### config.mk
export PLATFORM = sky130hd
export DESIGN_NAME = pwm_ramp_ctrl_flat
export DESIGN_NICKNAME = d
export VERILOG_FILES = /design/src/rtl/pwm_ramp_ctrl_if.sv /design/src/rtl/pwm_ramp_ctrl.sv /design/src/flat_wrapper.sv
export SDC_FILE = /design/constraint.sdc
export NUM_CORES = 1
export LEC_CHECK = 0
export ABC_AREA = 0
export BUFFER_PORTS_ARGS = -buffer_cell sky130_fd_sc_hd__clkbuf_2
export CORE_ASPECT_RATIO = 0.9
export CORE_MARGIN = 1.5
export CORE_UTILIZATION = 25
export DETAILED_ROUTE_END_ITERATION = 7
export GPL_TIMING_DRIVEN = 0
export MAX_ROUTING_LAYER = met4
export SYNTH_ARGS = -nofsm -noshare
export SYNTH_HDL_FRONTEND = slang
export SYNTH_SLANG_ARGS = --single-unit
### constraint.sdc
create_clock -name clk -period 5.23 [get_ports clk]
set_clock_uncertainty 0.1 [all_clocks]
set_input_delay 0.2615 -clock clk [delete_from_list [all_inputs] [get_ports clk]]
set_output_delay 0.2615 -clock clk [all_outputs]
set_load 0.02 [all_outputs]
### src/rtl/pwm_ramp_ctrl_if.sv
// Command channel of pwm_ramp_ctrl: target duty and direction offered with a valid/ready handshake.
// The master offers a command; the slave (the ramp controller) takes it when valid and ready are both high.
interface pwm_ramp_ctrl_if #(
  parameter int CNT_W = 11
);
  logic             valid;
  logic             ready;
  logic [CNT_W-1:0] duty;
  logic             dir;

  modport master (output valid, output duty, output dir, input  ready);
  modport slave  (input  valid, input  duty, input  dir, output ready);
endinterface

### src/rtl/pwm_ramp_ctrl.sv
// Duty-cycle ramp sequencer for one motor channel; state, duty and direction move only on period boundaries.
// Optional watchdog that drops the target to 0 after a quiet spell: define PWM_WDOG_EN.
module pwm_ramp_ctrl #(
  parameter int CNT_W        = 11,
  parameter int STEP         = 16,
  parameter int MAX_DUTY     = 2047,
  parameter int DEAD_PERIODS = 4,
  parameter int WDOG_PERIODS = 64
) (
  input  logic             clk,
  input  logic             rst,
  pwm_ramp_ctrl_if.slave   cmd,
  output logic [CNT_W-1:0] pwm_count_o,
  output logic             dir_o,
  output logic             period_tick_o,
  output logic             busy_o,
  output logic             at_target_o,
  output logic             wdog_trip_o
);

  localparam logic [1:0] S_IDLE = 2'd0;
  localparam logic [1:0] S_RAMP = 2'd1;
  localparam logic [1:0] S_DEAD = 2'd2;

  localparam int                      DEAD_W    = $clog2(DEAD_PERIODS + 1);
  localparam logic [DEAD_W-1:0]       DEAD_INIT = DEAD_W'(DEAD_PERIODS - 1);
  localparam logic [CNT_W-1:0]        MAX_D     = CNT_W'(MAX_DUTY);
  localparam logic [CNT_W-1:0]        STEP_U    = CNT_W'(STEP);
  localparam logic signed [CNT_W+1:0] STEP_S    = (CNT_W+2)'(STEP);

  logic [CNT_W-1:0]  cnt_q;
  logic [CNT_W-1:0]  pwm_q, pwm_d;
  logic [CNT_W-1:0]  tgt_duty_q, tgt_duty_d;
  logic              dir_q, dir_d;
  logic              tgt_dir_q, tgt_dir_d;
  logic [1:0]        state_q, state_d;
  logic [DEAD_W-1:0] dead_q, dead_d;
  logic [CNT_W-1:0]  goal;
  logic              tick;
  logic              accept;
  logic              wdog_fire;

  function automatic logic [CNT_W-1:0] sat_duty(input logic [CNT_W-1:0] d);
    return (d > MAX_D) ? MAX_D : d;
  endfunction

  // Signed distance to the goal decides the step, so the sum never leaves the CNT_W range.
  function automatic logic [CNT_W-1:0] step_toward(input logic [CNT_W-1:0] c,
                                                    input logic [CNT_W-1:0] g);
    logic signed [CNT_W+1:0] diff;
    diff = $signed({2'b00, g}) - $signed({2'b00, c});
    if (diff > STEP_S)
      return c + STEP_U;
    else if (diff < -STEP_S)
      return c - STEP_U;
    return g;
  endfunction

  assign tick      = (cnt_q == {CNT_W{1'b1}});
  assign cmd.ready = (state_q != S_DEAD);
  assign accept    = cmd.valid & cmd.ready;
  assign goal      = (tgt_dir_q == dir_q) ? tgt_duty_q : '0;

  always_comb begin
    pwm_d   = pwm_q;
    dir_d   = dir_q;
    state_d = state_q;
    dead_d  = dead_q;
    if (tick) begin
      case (state_q)
        S_DEAD: begin
          if (dead_q != '0) begin
            dead_d = dead_q - DEAD_W'(1);
          end else begin
            dir_d   = tgt_dir_q;
            state_d = (tgt_duty_q == '0) ? S_IDLE : S_RAMP;
          end
        end
        default: begin
          if ((dir_q != tgt_dir_q) && (pwm_q == '0)) begin
            state_d = S_DEAD;
            dead_d  = DEAD_INIT;
          end else begin
            pwm_d   = step_toward(pwm_q, goal);
            state_d = ((dir_q == tgt_dir_q) && (pwm_d == tgt_duty_q)) ? S_IDLE : S_RAMP;
          end
        end
      endcase
    end
  end

  // A command accepted on a tick edge is latched here while the tick itself used the old target.
  always_comb begin
    tgt_duty_d = tgt_duty_q;
    tgt_dir_d  = tgt_dir_q;
    if (accept) begin
      tgt_duty_d = sat_duty(cmd.duty);
      tgt_dir_d  = cmd.dir;
    end else if (wdog_fire) begin
      tgt_duty_d = '0;
    end
  end

  always_ff @(posedge clk or posedge rst) begin
    if (rst) begin
      cnt_q      <= '0;
      pwm_q      <= '0;
      dir_q      <= 1'b0;
      tgt_duty_q <= '0;
      tgt_dir_q  <= 1'b0;
      state_q    <= S_IDLE;
      dead_q     <= '0;
    end else begin
      cnt_q      <= cnt_q + CNT_W'(1);
      pwm_q      <= pwm_d;
      dir_q      <= dir_d;
      tgt_duty_q <= tgt_duty_d;
      tgt_dir_q  <= tgt_dir_d;
      state_q    <= state_d;
      dead_q     <= dead_d;
    end
  end

`ifdef PWM_WDOG_EN
  localparam int               WDOG_W   = $clog2(WDOG_PERIODS + 1);
  localparam logic [WDOG_W-1:0] WDOG_TOP = WDOG_W'(WDOG_PERIODS);
  localparam logic [WDOG_W-1:0] WDOG_HIT = WDOG_W'(WDOG_PERIODS - 1);

  logic [WDOG_W-1:0] wdog_q;
  logic              trip_q;

  assign wdog_fire   = tick && !accept && (wdog_q == WDOG_HIT);
  assign wdog_trip_o = trip_q;

  // Tick count saturates at the limit so the trip fires once per quiet spell.
  always_ff @(posedge clk or posedge rst) begin
    if (rst) begin
      wdog_q <= '0;
      trip_q <= 1'b0;
    end else if (accept) begin
      wdog_q <= '0;
      trip_q <= 1'b0;
    end else begin
      if (tick && (wdog_q != WDOG_TOP))
        wdog_q <= wdog_q + WDOG_W'(1);
      if (wdog_fire)
        trip_q <= 1'b1;
    end
  end
`else
  assign wdog_fire   = 1'b0;
  // Always 0; the comparison keeps the parameter list identical in both builds.
  assign wdog_trip_o = (WDOG_PERIODS < 0);
`endif

  assign pwm_count_o   = pwm_q;
  assign dir_o         = dir_q;
  assign period_tick_o = tick;
  assign busy_o        = (state_q != S_IDLE);
  assign at_target_o   = (dir_q == tgt_dir_q) && (pwm_q == tgt_duty_q);

endmodule

### src/flat_wrapper.sv
// flat-port wrapper written by rule: the top's interface ports become plain ports
module pwm_ramp_ctrl_flat 
#(
  parameter int CNT_W        = 11,
  parameter int STEP         = 16,
  parameter int MAX_DUTY     = 2047,
  parameter int DEAD_PERIODS = 4,
  parameter int WDOG_PERIODS = 64
)
  (clk, rst, pwm_count_o, dir_o, period_tick_o, busy_o, at_target_o, wdog_trip_o, cmd_valid, cmd_duty, cmd_dir, cmd_ready);
  pwm_ramp_ctrl_if #(.CNT_W(CNT_W)) cmd_i ();
  input  logic clk;
  input  logic rst;
  output logic [CNT_W-1:0] pwm_count_o;
  output logic dir_o;
  output logic period_tick_o;
  output logic busy_o;
  output logic at_target_o;
  output logic wdog_trip_o;
  input wire logic [$bits(cmd_i.valid)-1:0] cmd_valid;
  input wire logic [$bits(cmd_i.duty)-1:0] cmd_duty;
  input wire logic [$bits(cmd_i.dir)-1:0] cmd_dir;
  output wire logic [$bits(cmd_i.ready)-1:0] cmd_ready;
  assign cmd_i.valid = cmd_valid;
  assign cmd_i.duty = cmd_duty;
  assign cmd_i.dir = cmd_dir;
  assign cmd_ready = cmd_i.ready;
  pwm_ramp_ctrl #(.CNT_W(CNT_W), .STEP(STEP), .MAX_DUTY(MAX_DUTY), .DEAD_PERIODS(DEAD_PERIODS), .WDOG_PERIODS(WDOG_PERIODS)) u_core (.clk(clk), .rst(rst), .cmd(cmd_i), .pwm_count_o(pwm_count_o), .dir_o(dir_o), .period_tick_o(period_tick_o), .busy_o(busy_o), .at_target_o(at_target_o), .wdog_trip_o(wdog_trip_o));
endmodule
Word-level counts from Yosys, hierarchy flattened
Index checks and enable logic that the tools add are counted.
{ "word_totals": {"reg_bits": 40, "in_bits": 15, "wordCells": 62} }
{ "op_classes": {"addsub": 5, "n_lt_le_gt_ge": 3, "n_eq_ne": 10, "muxes": 21, "bitwise": 4, "n_reduce_logical": 12} }
{ "ops": {"columns": ["operator", "count"], "rows": [
  ["11-bit 2-to-1 mux", 8],
  ["11-bit == test", 2],
  ["11-bit logical NOT", 2],
  ["13-bit by 6-bit greater-than comparator with 1-bit output, second input constant", 1],
  ["13-bit by 5-bit less-than comparator with 1-bit output, second input constant", 1],
  ["11-bit by 11-bit subtractor with 12-bit output", 1],
  ["11-bit by 1-bit adder with 11-bit output, second input constant", 1],
  ["11-bit by 5-bit adder with 11-bit output, second input constant", 1],
  ["11-bit == test, second input constant", 1],
  ["11-bit greater-than comparator, second input constant", 1],
  ["11-bit by 5-bit subtractor with 11-bit output, second input constant", 1],
  ["3-bit 2-to-1 mux", 3],
  ["3-bit AND reduction", 3],
  ["1-bit 2-to-1 mux", 7],
  ["2-bit 2-to-1 mux", 3],
  ["2-bit inequality test, second input constant", 2],
  ["2-bit nonzero test", 2],
  ["1-bit logical AND", 3],
  ["1-bit NOT", 3],
  ["3-bit nonzero test", 1],
  ["3-bit by 1-bit subtractor with 3-bit output, second input constant", 1],
  ["1-bit == test", 2],
  ["2-bit == test, second input constant", 1],
  ["2-bit by 1-bit inequality test with 1-bit output, second input constant", 1],
  ["3 further kinds", 3]
]} }

Longest topological paths before layout
{ "depth": {"ltp_word": 18, "depth_mapped": 27, "mapped_depth_nobuf": 25} }

Worst setup path after synthesis
No wires, ideal clock.
{ "synth_path": {"kind": "register -> register", "from": "register u_core.dir_q (netlist: u_core.dir_o)", "to": "register u_core.state_q[0]", "t_arrival_ns": 5.503, "required_ns": 5.006, "path_slack_ns": -0.497, "path_stages_with_launch": 27, "n_path_buf": 2, "synth_period_minus_slack_ns": 5.727, "cell_sequence": "dfrtp_1 > xnor2_1 > buf_2 > clkbuf_1 > nand2_1 > ha_1 > inv_1 > fa_1 > and3_1 > or3_4 > or2_4 > a311o_1 > and2_1 > nor4_1 > or2_2 > inv_1 > fa_1 > nor2b_1 > o21ai_0 > a21oi_1 > o21ai_0 > nand2b_1 > xnor2_1 > and2_1 > o311ai_0 > o311ai_0 > o31a_1"} }
{ "synth_via": {"elab_chain_len": 18} }
{ "synth_rtl": {"columns": ["item", "line_no", "text"], "rows": [
  ["start, declared", "pwm_ramp_ctrl.sv:34", "logic dir_q, dir_d;"],
  ["start signal, assigned", "pwm_ramp_ctrl.sv:116", "dir_q <= dir_d;"],
  ["1-bit == test", "pwm_ramp_ctrl.sv:62, pwm_ramp_ctrl.sv:85", null],
  ["11-bit 2-to-1 mux", "pwm_ramp_ctrl.sv:62", "assign goal = (tgt_dir_q == dir_q) ? tgt_duty_q : '0;"],
  ["11-bit by 11-bit subtractor with 12-bit output", "pwm_ramp_ctrl.sv:51", "diff = $signed({2'b00, g}) - $signed({2'b00, c});"],
  ["13-bit by 5-bit less-than comparator with 1-bit output", "pwm_ramp_ctrl.sv:54", "else if (diff < -STEP_S)"],
  ["1-bit 2-to-1 mux", "pwm_ramp_ctrl.sv:54", null],
  ["1-bit 2-to-1 mux", "pwm_ramp_ctrl.sv:52", "if (diff > STEP_S)"],
  ["1-bit 2-to-1 mux", "pwm_ramp_ctrl.sv:80", "if ((dir_q != tgt_dir_q) && (pwm_q == '0)) begin"],
  ["1-bit 2-to-1 mux", "pwm_ramp_ctrl.sv:70", "case (state_q)"],
  ["(+2 left out)", null, null],
  ["11-bit 2-to-1 mux", "pwm_ramp_ctrl.sv:80", null],
  ["11-bit 2-to-1 mux", "pwm_ramp_ctrl.sv:70", null],
  ["11-bit 2-to-1 mux", "pwm_ramp_ctrl.sv:69", "if (tick) begin"],
  ["11-bit == test", "pwm_ramp_ctrl.sv:85", "state_d = ((dir_q == tgt_dir_q) && (pwm_d == tgt_duty_q)) ? S_IDLE : S_RAMP;"],
  ["1-bit logical AND", "pwm_ramp_ctrl.sv:85", null],
  ["1-bit 2-to-1 mux", "pwm_ramp_ctrl.sv:85", null],
  ["2-bit 2-to-1 mux (*)", "pwm_ramp_ctrl.sv:80", null],
  ["2-bit 2-to-1 mux (*)", "pwm_ramp_ctrl.sv:70", null],
  ["end signal, assigned", "pwm_ramp_ctrl.sv:119", "state_q <= state_d;"],
  ["end, declared", "pwm_ramp_ctrl.sv:36", "logic [1:0] state_q, state_d;"]
]} }
Every way passes the cells marked *; elsewhere a longest branch is shown, timed or not. The select of a mux whose other input is x is not followed.
A chain may end at the register's enable or synchronous reset.

Final worst setup path
{ "layout_path": {"from": "register u_core.tgt_dir_q", "to": "register u_core.state_q[0]"} }
{ "layout_via": {"elab_chain_len": 18} }
{ "layout_rtl": {"columns": ["item", "line_no", "text"], "rows": [
  ["start, declared", "pwm_ramp_ctrl.sv:35", "logic tgt_dir_q, tgt_dir_d;"],
  ["start signal, assigned", "pwm_ramp_ctrl.sv:118", "tgt_dir_q <= tgt_dir_d;"],
  ["1-bit == test", "pwm_ramp_ctrl.sv:62, pwm_ramp_ctrl.sv:85", null],
  ["11-bit 2-to-1 mux", "pwm_ramp_ctrl.sv:62", null],
  ["11-bit by 11-bit subtractor with 12-bit output", "pwm_ramp_ctrl.sv:51", null],
  ["13-bit by 5-bit less-than comparator with 1-bit output", "pwm_ramp_ctrl.sv:54", null],
  ["1-bit 2-to-1 mux", "pwm_ramp_ctrl.sv:54", null],
  ["1-bit 2-to-1 mux", "pwm_ramp_ctrl.sv:52", null],
  ["1-bit 2-to-1 mux", "pwm_ramp_ctrl.sv:80", null],
  ["1-bit 2-to-1 mux", "pwm_ramp_ctrl.sv:70", null],
  ["(+2 left out)", null, null],
  ["11-bit 2-to-1 mux", "pwm_ramp_ctrl.sv:80", null],
  ["11-bit 2-to-1 mux", "pwm_ramp_ctrl.sv:70", null],
  ["11-bit 2-to-1 mux", "pwm_ramp_ctrl.sv:69", null],
  ["11-bit == test", "pwm_ramp_ctrl.sv:85", null],
  ["1-bit logical AND", "pwm_ramp_ctrl.sv:85", null],
  ["1-bit 2-to-1 mux", "pwm_ramp_ctrl.sv:85", null],
  ["2-bit 2-to-1 mux (*)", "pwm_ramp_ctrl.sv:80", null],
  ["2-bit 2-to-1 mux (*)", "pwm_ramp_ctrl.sv:70", null]
]} }
Marked as above.

==> flow_summary_export.csv <==
group,metric,value,unit
power_and_ir_drop,p_sw,366,µW
detailed_routing,ant_nets,0,
placed_design,dp_worst_setup_slack,-0.606,ns
power_and_ir_drop,power_frac_comb,37.3,%
cells_and_area,area.sequential,0.00100,mm²
cells_and_area,drive_above_1_share,34.4,%
global_route,grt_pass1_wl,16.8,mm
cells_and_area,area_growth,37.1,%
sta,fin_ws,-0.184,ns
critical_path,cp_cell_sequence,"xnor2_4, buf_6, nand2_4, ha_4, inv_2, fa_2, and3_4, o21a_1, or3_4, a311oi_4, xnor2_2, nor4_4, or2_4, buf_12, buf_4, ha_1, a21o_1, a21oi_2, o21ai_1, a21oi_1, xor2_1, o221ai_2, o32a_1, o31a_1",
power_and_ir_drop,swShare,32.8,%
critical_path,cp_num_buf_inv,4,
cells_and_area,multiInputGateArea,0.00239,mm²
global_route,grt_antenna_before_repair,0,
logic_synthesis,synth_top_area_cell,"dfrtp_1",
die,dieArea,0.0139,mm²
sta,drv_slew,0,
sta,rsz0062_at_grt,"yes",
global_route,grt_pass1_vias,3312,
job,maxCapViolCount,0,
logic_synthesis,synth_edf_count,0,
clocking,clk_pin_slew,0.06,ns
logic_synthesis,ys_ff_latch,40,
critical_path,cp-end-kind,"flip-flop",
placed_design,routabilityCongestion,0.906,
critical_path,cp-start-kind,"flip-flop",
sta,min_period_over_period,104,%
global_route,grt_overflow,0,
detailed_routing,drc,0,
power_and_ir_drop,p_int,748,µW
die,core_area,0.0128,mm²
clocking,clock_latency,0.29,ns
outcome,violations,"negative setup slack",
critical_path,critPathMaxStageDelay,0.44,ns
cells_and_area,diodes,0,
clocking,cts_tree,"yes",
cells_and_area,final_cell_mix,"44 x buf_4, 38 x dfrtp_1, 32 x nand2_1",
logic_synthesis,seq_area_frac_synth,30.2,%
power_and_ir_drop,pwr-share-seq,30.3,%
cells_and_area,final_common_cell,"buf_4",
critical_path,cp_data_required_time,5.31,ns
logic_synthesis,synth_cell_type_count,64,
critical_path,cp_max_fo,4,
detailed_routing,vias_per_cell,5.25,
clocking,htreeDepth,2,
critical_path,crit_slowest_cell,"dfrtp_2",
logic_synthesis,synth_area,0.00331,mm²
die,num_rows,39,
clocking,cts_buffer_depth,2,
detailed_routing,drt-total-wl,10.5,mm
global_route,grt_max_degree,41,
sta,worstMarginPinSlew,0.848,ns
power_and_ir_drop,peakVddDrop,0.000133,V
logic_synthesis,yosysTopAreaCellShare,30.2,%
die,io-pin-count,32,
outcome,status,"finished with violations",
sta,setup_viol,1,
die,die_h,112,µm
sta,hold-worst-slack,0.0307,ns
logic_synthesis,ys_warn_count,0,
critical_path,path_class,"reg2reg",
cells_and_area,fillers,1275,
power_and_ir_drop,p_clk_share,32.4,%
global_route,grtUsageTotal,15.3,%
placed_design,place_hpwl,7.15,mm
detailed_routing,num_vias,3363,
detailed_routing,drt-wirelength-per-cell,16.4,µm
logic_synthesis,synth.top_cells.by_area,"dfrtp_1 30%, ha_1 5.7%, xnor2_1 4.5%",
clocking,root_buffer,"clkbuf_16",
cells_and_area,nets,508,
power_and_ir_drop,p_leak,0.00199,µW
sta,period_minus_slack,5.41,ns
sta,max-slew-margin-rel,43.4,%
clocking,clock-sinks,40,
logic_synthesis,ys.flop_type,"dfrtp_1",
detailed_routing,dr.pass1.iters,5,
logic_synthesis,syn_avg_cell_area,8.56,µm²
critical_path,cpLargestDelayFamily,"compound AO/OA/AOI/OAI gates",
die,start_util,25.8,%
critical_path,cp_data_arrival_time,5.49,ns
placed_design,place.port_buffers,30,
detailed_routing,drt_iter0_markers,322,
die,die_w,124,µm
logic_synthesis,syn_nets,419,
logic_synthesis,synth_cells,387,
logic_synthesis,synthArstFlopShare,100,%
worst_hold_path,hp-class,"in2async",
power_and_ir_drop,power_density,245,mW/mm²
sta,max_freq,185,MHz
sta,finalHoldViolations,0,
clocking,cts_buffers,5,
flip-flops by register name, indices dropped and copies added (netlist names):
signal and cells:
u_core.tgt_duty_q 11, u_core.cnt_q 11, u_core.dir_o 1, u_core.state_q 2
u_core.dead_q 3, u_core.tgt_dir_q 1, u_core.pwm_count_o 11
layout make-up:
class,instances,share of cell area [%]
sequential,40,22.1
inverter,28,2.37
clock buffer,5,2.75
clock inverter,3,1.02
timing repair buffer,84,13.3
multi-input combinational,306,52.7
buffer,11,1.24
tap,164,4.52
routing by layer:
layer	global-route usage [%]	up-vias	routed length, µm
met2	24.1	128	4800
li1	-	1577	-
met5	-	-	0
met4	5.13	0	249
met1	20.5	1635	4950
met3	1.72	23	493
metrics by stage:
step / util (%) / instance area, µm² / cells / power (µW) / TNS, ns
2_1_floorplan: - / 3400 / 387 / 557 / -0.0112
3_3_place_gp: 29.3 / 3760 / 581 / 618 / -0.532
3_5_place_dp: 29.3 / 3760 / 581 / 624 / -0.692
4_1_cts: 34.3 / 4410 / 641 / 1070 / -0.0992
5_1_grt: 35.4 / 4540 / 641 / 1160 / -0.416
6_report: 35.4 / 4540 / 641 / 1110 / -0.184
power by group through the flow:
stage               sequential (µW)  clock, µW  combinational (µW)
floorplan                       334          0                 223
global placement                340          0                 278
detailed placement              341          0                 283
CTS                             335        367                 367
global route                    338        380                 445
finish                          338        361                 415
worst reg2reg max path: stages (launching register included):
cell	delay, ns
dfrtp_2	0.44
xnor2_4	0.17
buf_6	0.15
nand2_4	0.06
ha_4	0.14
inv_2	0.04
fa_2	0.36
and3_4	0.17
o21a_1	0.18
or3_4	0.44
a311oi_4	0.31
xnor2_2	0.19
nor4_4	0.09
or2_4	0.30
buf_12	0.14
buf_4	0.12
ha_1	0.26
a21o_1	0.19
a21oi_2	0.16
o21ai_1	0.08
a21oi_1	0.17
xor2_1	0.30
o221ai_2	0.16
o32a_1	0.31
o31a_1	0.29
cell families (layout without fill, tap and decap cells):
| logic type | count (synthesis) | count (layout) | share of synthesized area (%) |
|---|---|---|---|
| AO/OA/AOI/OAI | 97 | 97 | 19.2 |
| XOR/XNOR | 28 | 28 | 7.40 |
| adder cells (fa/ha/maj) | 17 | 17 | 6.88 |
| buffers and inverters | 41 | 131 | 5.14 |
| flip-flops | 40 | 40 | 30.2 |
| multiplexers | 24 | 24 | 8.01 |
| other | 1 | 1 | 0.113 |
| AND/OR/NAND/NOR | 139 | 139 | 23.0 |
path summary, 6_finish.rpt:
path	from	to	slack [ns]	depth (start not counted)
max reg2reg	u_core.tgt_dir_q	u_core.state_q[0]	-0.18	24
min	rst	u_core.cnt_q[3]	0.03	2
max	u_core.tgt_dir_q	u_core.state_q[0]	-0.18	24
min reg2reg	u_core.cnt_q[4]	u_core.cnt_q[4]	0.38	1
max in group asynchronous	rst	u_core.tgt_dir_q	4.42	2
min in group clk	cmd_duty[1]	u_core.tgt_duty_q[1]	0.10	2
synth_stat cells (5+ instances only):
library cell / n
ha_1: 15
clkbuf_1: 7
inv_1: 28
nand2b_1: 7
nand3_1: 17
xor2_1: 11
nor2_1: 22
nor3_1: 5
o21ai_0: 21
o21ai_1: 10
a21oi_1: 19
mux2_2: 13
nor2b_1: 8
nor4_1: 7
nand4_1: 6
dfrtp_1: 40
mux2_1: 7
and2_1: 8
nand2_1: 33
a21o_1: 5
xnor2_1: 17
what timing repair did:
action | CTS | global route
gates resized for setup | 26 | 24
hold buffers | 0 | 0
pin swaps | 20 | 17
setup buffers | 54 | 6
endpoints found under the setup margin | 2 | 3
No activity file was read; power rests on OpenSTA's default activity.
